**config.mk**
```make
export PLATFORM = sky130hd
export DESIGN_NAME = parking_allocator
export DESIGN_NICKNAME = d
export VERILOG_FILES = /design/src/rtl/parking_pkg.sv /design/src/rtl/parking_allocator_rr_arbiter.sv /design/src/rtl/parking_allocator.sv
export SDC_FILE = /design/constraint.sdc
export NUM_CORES = 1
export LEC_CHECK = 0
export ABC_AREA = 1
export CAP_MARGIN = 20
export CORE_MARGIN = 4
export CORE_UTILIZATION = 30
export CTS_CLUSTER_DIAMETER = 50
export DETAILED_ROUTE_END_ITERATION = 16
export PLACE_DENSITY_LB_ADDON = 0.3
export SLEW_MARGIN = 20
export SYNTH_ARGS = -nofsm -noshare
export SYNTH_HDL_FRONTEND = slang
export SYNTH_HIERARCHICAL = 1
export SYNTH_SLANG_ARGS = --single-unit
```
**constraint.sdc**
```tcl
create_clock -name clk -period 3.75 [get_ports clk]
set_clock_uncertainty 0.1 [all_clocks]
set_input_delay 0.9375 -clock clk [delete_from_list [all_inputs] [get_ports clk]]
set_output_delay 0.9375 -clock clk [all_outputs]
set_load 0.01 [all_outputs]
```
**src/rtl/parking_pkg.sv**
```systemverilog
// Shared types and helpers for the parking allocator.
package parking_pkg;

    localparam int SPOT_W    = 4;
    localparam int MAX_SPOTS = 15;
    localparam logic [SPOT_W-1:0] SPOT_NONE = 4'd0;

    typedef enum logic {
        IDLE = 1'b0,
        SHOW = 1'b1
    } state_t;

    // Index (0-based) of the lowest clear bit; returns MAX_SPOTS when none is free.
    // Callers pad unused high bits with ones so they never look free.
    function automatic logic [SPOT_W-1:0] lowest_free(input logic [MAX_SPOTS-1:0] occ);
        logic [SPOT_W-1:0] idx;
        idx = SPOT_W'(MAX_SPOTS);
        for (int i = MAX_SPOTS - 1; i >= 0; i--) begin
            if (!occ[i]) idx = SPOT_W'(i);
        end
        return idx;
    endfunction

endpackage

```
**src/rtl/parking_allocator_rr_arbiter.sv**
```systemverilog
// Gate arbiter for the parking allocator.
// Default: round-robin from a pointer that moves past each winner.
// With UNPARK_FIXED_PRIO_EN defined: lowest-index requesting gate always wins.
module rr_arbiter #(
    parameter int NUM_GATES = 2
) (
    input  logic                 clk,
    input  logic                 rst_n,
    input  logic [NUM_GATES-1:0] req,
    input  logic                 advance,
    output logic [NUM_GATES-1:0] grant,
    output logic                 any_req
);

    localparam int PTR_W = (NUM_GATES > 1) ? $clog2(NUM_GATES) : 1;

    logic found;

    assign any_req = |req;

`ifdef UNPARK_FIXED_PRIO_EN
    logic unused_ok;
    assign unused_ok = clk ^ rst_n ^ advance;

    // Fixed priority: first requester from gate 0 upward.
    always_comb begin
        grant = '0;
        found = 1'b0;
        for (int i = 0; i < NUM_GATES; i++) begin
            if (req[i] && !found) begin
                grant[i] = 1'b1;
                found    = 1'b1;
            end
        end
    end
`else
    logic [PTR_W-1:0] ptr_q, ptr_d;
    logic [PTR_W-1:0] win;

    // Search from the pointer, wrapping, and move the pointer past the winner on advance.
    always_comb begin
        grant = '0;
        found = 1'b0;
        win   = '0;
        ptr_d = ptr_q;
        for (int i = 0; i < NUM_GATES; i++) begin
            if (!found && req[PTR_W'((int'(ptr_q) + i) % NUM_GATES)]) begin
                win   = PTR_W'((int'(ptr_q) + i) % NUM_GATES);
                found = 1'b1;
            end
        end
        if (found) grant[win] = 1'b1;
        if (advance && found) begin
            ptr_d = (int'(win) == NUM_GATES - 1) ? '0 : PTR_W'(int'(win) + 1);
        end
    end

    // Round-robin pointer register.
    always_ff @(posedge clk or negedge rst_n) begin
        if (!rst_n) ptr_q <= '0;
        else        ptr_q <= ptr_d;
    end
`endif

endmodule

```
**src/rtl/parking_allocator.sv**
```systemverilog
// Parking spot allocator: arbitrates entry gates, hands out the lowest free
// spot, shows it on pasignado/led for SHOW_CYCLES cycles, and tracks
// occupancy with releases from the exit readers.
// Optional macro UNPARK_FIXED_PRIO_EN selects fixed-priority gate arbitration.
//
// state | meaning
// IDLE  | waiting for a request while a spot is free
// SHOW  | displaying the just-assigned spot; requests wait
module parking_allocator
    import parking_pkg::*;
#(
    parameter int NUM_SPOTS   = 6,
    parameter int NUM_GATES   = 2,
    parameter int SHOW_CYCLES = 4
) (
    input  logic                 clk,
    input  logic                 rst_n,
    input  logic [NUM_GATES-1:0] req,
    output logic [NUM_GATES-1:0] gnt,
    input  logic                 rel_valid,
    input  logic [3:0]           rel_spot,
    output logic [3:0]           pasignado,
    output logic                 led,
    output logic                 full,
    output logic [NUM_SPOTS-1:0] occupancy,
    output logic [3:0]           free_count
);

    localparam int CNT_W = (SHOW_CYCLES > 1) ? $clog2(SHOW_CYCLES) : 1;

    state_t               state_q, state_d;
    logic [CNT_W-1:0]     cnt_q, cnt_d;
    logic [NUM_GATES-1:0] gnt_q, gnt_d;
    logic [SPOT_W-1:0]    pasignado_q, pasignado_d;
    logic                 led_q, led_d;
    logic [NUM_SPOTS-1:0] occ_q, occ_d;
    logic [SPOT_W-1:0]    free_count_q, free_count_d;
    logic                 full_q, full_d;

    logic [NUM_GATES-1:0] grant;
    logic                 any_req;
    logic                 alloc;
    logic [MAX_SPOTS-1:0] occ_pad;
    logic [SPOT_W-1:0]    spot_idx;
    logic [NUM_SPOTS-1:0] alloc_mask, rel_mask;

    rr_arbiter #(.NUM_GATES(NUM_GATES)) u_arb (
        .clk     (clk),
        .rst_n   (rst_n),
        .req     (req),
        .advance (alloc),
        .grant   (grant),
        .any_req (any_req)
    );

    // Next state, display outputs and occupancy update; allocation sees pre-release occupancy.
    always_comb begin
        state_d     = state_q;
        cnt_d       = cnt_q;
        gnt_d       = '0;
        pasignado_d = pasignado_q;
        led_d       = led_q;
        alloc       = 1'b0;

        occ_pad                = '1;
        occ_pad[NUM_SPOTS-1:0] = occ_q;
        spot_idx               = lowest_free(occ_pad);

        case (state_q)
            IDLE: begin
                pasignado_d = SPOT_NONE;
                led_d       = 1'b0;
                if (any_req && !full_q) begin
                    alloc       = 1'b1;
                    state_d     = SHOW;
                    gnt_d       = grant;
                    pasignado_d = spot_idx + 4'd1;
                    led_d       = 1'b1;
                    cnt_d       = CNT_W'(SHOW_CYCLES - 1);
                end
            end
            SHOW: begin
                if (cnt_q == '0) begin
                    state_d     = IDLE;
                    pasignado_d = SPOT_NONE;
                    led_d       = 1'b0;
                end else begin
                    cnt_d = cnt_q - 1'b1;
                end
            end
            default: state_d = IDLE;
        endcase

        for (int i = 0; i < NUM_SPOTS; i++) begin
            alloc_mask[i] = alloc && (spot_idx == SPOT_W'(i));
            rel_mask[i]   = rel_valid && (rel_spot == SPOT_W'(i + 1));
        end
        occ_d = (occ_q & ~rel_mask) | alloc_mask;

        free_count_d = '0;
        for (int i = 0; i < NUM_SPOTS; i++) begin
            free_count_d = free_count_d + SPOT_W'(!occ_d[i]);
        end
        full_d = &occ_d;
    end

    // State, display and occupancy registers.
    always_ff @(posedge clk or negedge rst_n) begin
        if (!rst_n) begin
            state_q      <= IDLE;
            cnt_q        <= '0;
            gnt_q        <= '0;
            pasignado_q  <= SPOT_NONE;
            led_q        <= 1'b0;
            occ_q        <= '0;
            free_count_q <= SPOT_W'(NUM_SPOTS);
            full_q       <= 1'b0;
        end else begin
            state_q      <= state_d;
            cnt_q        <= cnt_d;
            gnt_q        <= gnt_d;
            pasignado_q  <= pasignado_d;
            led_q        <= led_d;
            occ_q        <= occ_d;
            free_count_q <= free_count_d;
            full_q       <= full_d;
        end
    end

    assign gnt        = gnt_q;
    assign pasignado  = pasignado_q;
    assign led        = led_q;
    assign occupancy  = occ_q;
    assign free_count = free_count_q;
    assign full       = full_q;

endmodule

```
==> results.sh <==
export IMPL_outcome="finished clean"
export IMPL_power_per_cell_area_nw_per_um2=807
export IMPL_p_comb_frac=0.572
export IMPL_place_congestion=0.801
export IMPL_min_path_type="flop to flop"
export IMPL_core_um2=3690
export IMPL_synth_top_cell_area_share=0.413
export IMPL_path_clk_slew_ns=0.08
export IMPL_ir_drop_uv=391
export IMPL_wl_um=2480
export IMPL_maxCapViolations=0
export IMPL_cp_end_kind="flop"
export IMPL_setup_violations_final=0
export IMPL_final_antenna_net_count=0
export IMPL_area_growth_pct=36.8
export IMPL_pwr_share_clk=0.116
export IMPL_port_buffers=25
export IMPL_cts_tree="done"
export IMPL_critPathKind="primary input to flop"
export IMPL_synthDistinctLibCells=22
export IMPL_syn_area_um2=1150
export IMPL_tightest_slew_ns=0.933
export IMPL_rsz0062_at_grt="false"
export IMPL_fp_dieArea_um2=4900
export IMPL_worstPathMaxFanout=3
export IMPL_slowest_delay_ns=0.54
export IMPL_setup_tns_final_ns=0
export IMPL_post_synth_cell_area_avg_um2=8.80
export IMPL_syn_inst=131
export IMPL_clockRootBuffer="clkbuf_8"
export IMPL_cpLargestDelayFamily="adder cells"
export IMPL_synth_yosys_seq_area_share=0.458
export IMPL_hpwl_um=1930
export IMPL_worst_setup_path_start_kind="primary input"
export IMPL_p_seq_frac=0.312
export IMPL_wire_per_inst_um=11.4
export IMPL_grt_use_total=0.109
export IMPL_remaining_drc_errors=0
export IMPL_cp_num_cells=11
export IMPL_path_buf_inv=2
export IMPL_max_slew_margin_rel=0.376
export IMPL_whs_ns=0.373
export IMPL_yosysWarningCount=6
export IMPL_cp_required_ns=3.86
export IMPL_critPathSlowestCell="fa_1"
export IMPL_antenna_found_initial=0
export IMPL_power_switching_w=0.000531
export IMPL_cp_common_cell="fa_1"
export IMPL_ff2ff_path_depth=14
export IMPL_via_per_inst=4.35
export IMPL_cts_sinks=21
export IMPL_worstPathCellList="clkdlybuf4s50_1, or2_1, nand3_4, nor2_2, nand2_1, o21ai_1, fa_1, inv_1, fa_1, ha_1, fa_1"
export IMPL_synth_fp_nets=150
export IMPL_grt_overflow=0
export IMPL_power_leakage_nw=0.782
export IMPL_final_util=0.427
export IMPL_nNetsFinal=189
export IMPL_drive_gt1_frac=0.219
export IMPL_drv_slew=0
export IMPL_layout_min_cycle_time_ns=3.60
export IMPL_drt_iter0_drc=36
export IMPL_yosysMostFrequentCell="nand2_1"
export IMPL_htree_levels=1
export IMPL_synth_edff_count=0
export IMPL_grt_pass1_vias=941
export IMPL_yosys_most_used_dff="dfrtp_1"
export IMPL_synth_seq_cells=21
export IMPL_ys_async_sr_fraction=1.00
export IMPL_start_util=0.312
export IMPL_cp_arrival_ns=3.71
export IMPL_synth_area_leaders="dfrtp_1 41%, nand2_1 8.1%, ha_1 7.6%"
export IMPL_numCtsBuffers=3
export IMPL_p_sw_frac=0.417
export IMPL_power_internal_w=0.000741
export IMPL_cts_setup_buffers=0
export IMPL_fp_dieH_um=70.0
export IMPL_worstHoldPathCells=2
export IMPL_num_rows=22
export IMPL_synth_area_leader_cell="dfrtp_1"
export IMPL_fmax_mhz=278
export IMPL_synthTopCellsByCount="25 x nand2_1, 23 x inv_1, 19 x dfrtp_1"
export IMPL_clock_latency_ns=0.26
export IMPL_period_share=0.959
export IMPL_first_pass_iters=4
export IMPL_grt_max_degree=22
export IMPL_die_x_um=70.0
export IMPL_cts_max_path_buffers=2
export IMPL_num_io_pins=27
export IMPL_num_vias=945
export IMPL_num_antenna_cells=0
export IMPL_grt_pass1_wl_um=4290
export IMPL_n_fill_cell=363
export IMPL_hold_viol_final=0
logic make-up after synthesis:
group,count (synthesis),share of synthesized area
other,1,0.00325
AO/OA/AOI/OAI,9,0.0391
AND/OR/NAND/NOR,61,0.274
buffers and inverters,29,0.0977
flip-flops,21,0.458
adder cells (fa/ha/maj),10,0.128
final timing paths:
path                                   startpoint                       end  slack (ns)
setup / recovery                           req[0]   free_count[1]$_DFF_PN1_        0.15
hold / removal                    led$_DFFE_PN0P_           led$_DFFE_PN0P_        0.37
setup reg to reg           occupancy[3]$_DFF_PN0_   free_count[1]$_DFF_PN1_        0.36
hold reg to reg                   led$_DFFE_PN0P_           led$_DFFE_PN0P_        0.37
max in group asynchronous                   rst_n            full$_DFF_PN0_        1.88
min in group asynchronous                   rst_n  pasignado[0]$_DFFE_PN0P_        1.09
metrics by stage:
stage | power [W] | setup WS [ns] | instances | instance area (µm²)
floorplan | 0.000821 | 0.286 | 131 | 1150
global placement | 0.00111 | -0.148 | 213 | 1530
detailed placement | 0.00113 | -0.196 | 213 | 1530
CTS | 0.00129 | 0.0962 | 217 | 1580
global route | 0.00142 | 0.0549 | 217 | 1580
finish | 0.00127 | 0.153 | 217 | 1580
registers in the layout, summed over array words and instances (netlist names):
register	cells
occupancy	6
pasignado	4
free_count	3
cnt_q	2
gnt	2
full	1
led	1
state_q	1
u_arb/ptr_q	1
power groups by stage:
stage | Sequential, W | Clock [W] | Combinational, W
finish | 0.000397 | 0.000147 | 0.000727
global placement | 0.000397 | 0 | 0.000715
detailed placement | 0.000399 | 0 | 0.000733
floorplan | 0.000419 | 0 | 0.000402
CTS | 0.000396 | 0.000154 | 0.000741
global route | 0.000410 | 0.000165 | 0.000843
what timing repair did:
item | 4_1_cts | 5_1_grt
endpoints found under the setup margin | 0 | 1
resized for setup | 0 | 1
hold buffers | 0 | 0
final cells by class:
type / count / area (µm²) / area share
clock buffer: 3 / 41.3 / 0.0262
clock inverter: 1 / 5.00 / 0.00317
inverter: 28 / 105 / 0.0667
multi-input combinational: 81 / 512 / 0.325
sequential: 21 / 528 / 0.335
tap: 48 / 60.1 / 0.0381
timing repair buffer: 35 / 325 / 0.206
cells in the final DEF (no fill, tap or decap), types with 2 or more instances in the layout:
cell,synthesis,final
nand2_1,25,25
clkdlybuf4s50_1,0,25
inv_1,23,23
dfrtp_1,19,19
nor2_1,10,10
buf_4,1,10
nand2_2,7,7
ha_1,7,7
nand3_1,6,6
inv_2,5,5
o21ai_0,6,5
nor2_2,4,4
a21oi_1,3,3
fa_1,3,3
clkbuf_8,0,3
nor2_4,2,2
nand3_2,2,2
dfstp_2,2,2
tightest hold or removal path, delay by kind of cell, from the launching register on:
| kind | cells | cell delay (ns) |
|---|---|---|
| DFF | 1 | 0.35 |
| and+or+nand+nor | 2 | 0.09 |
metal layers:
metal	wire, µm	part of all wire	vias to the layer above	track usage
met5	0	0	-	0
li1	-	-	466	-
met4	26	0.010	0	0.0255
met3	199	0.080	7	0.0460
met2	1090	0.44	36	0.168
met1	1170	0.47	436	0.142
No activity file was read; power rests on OpenSTA's default activity.
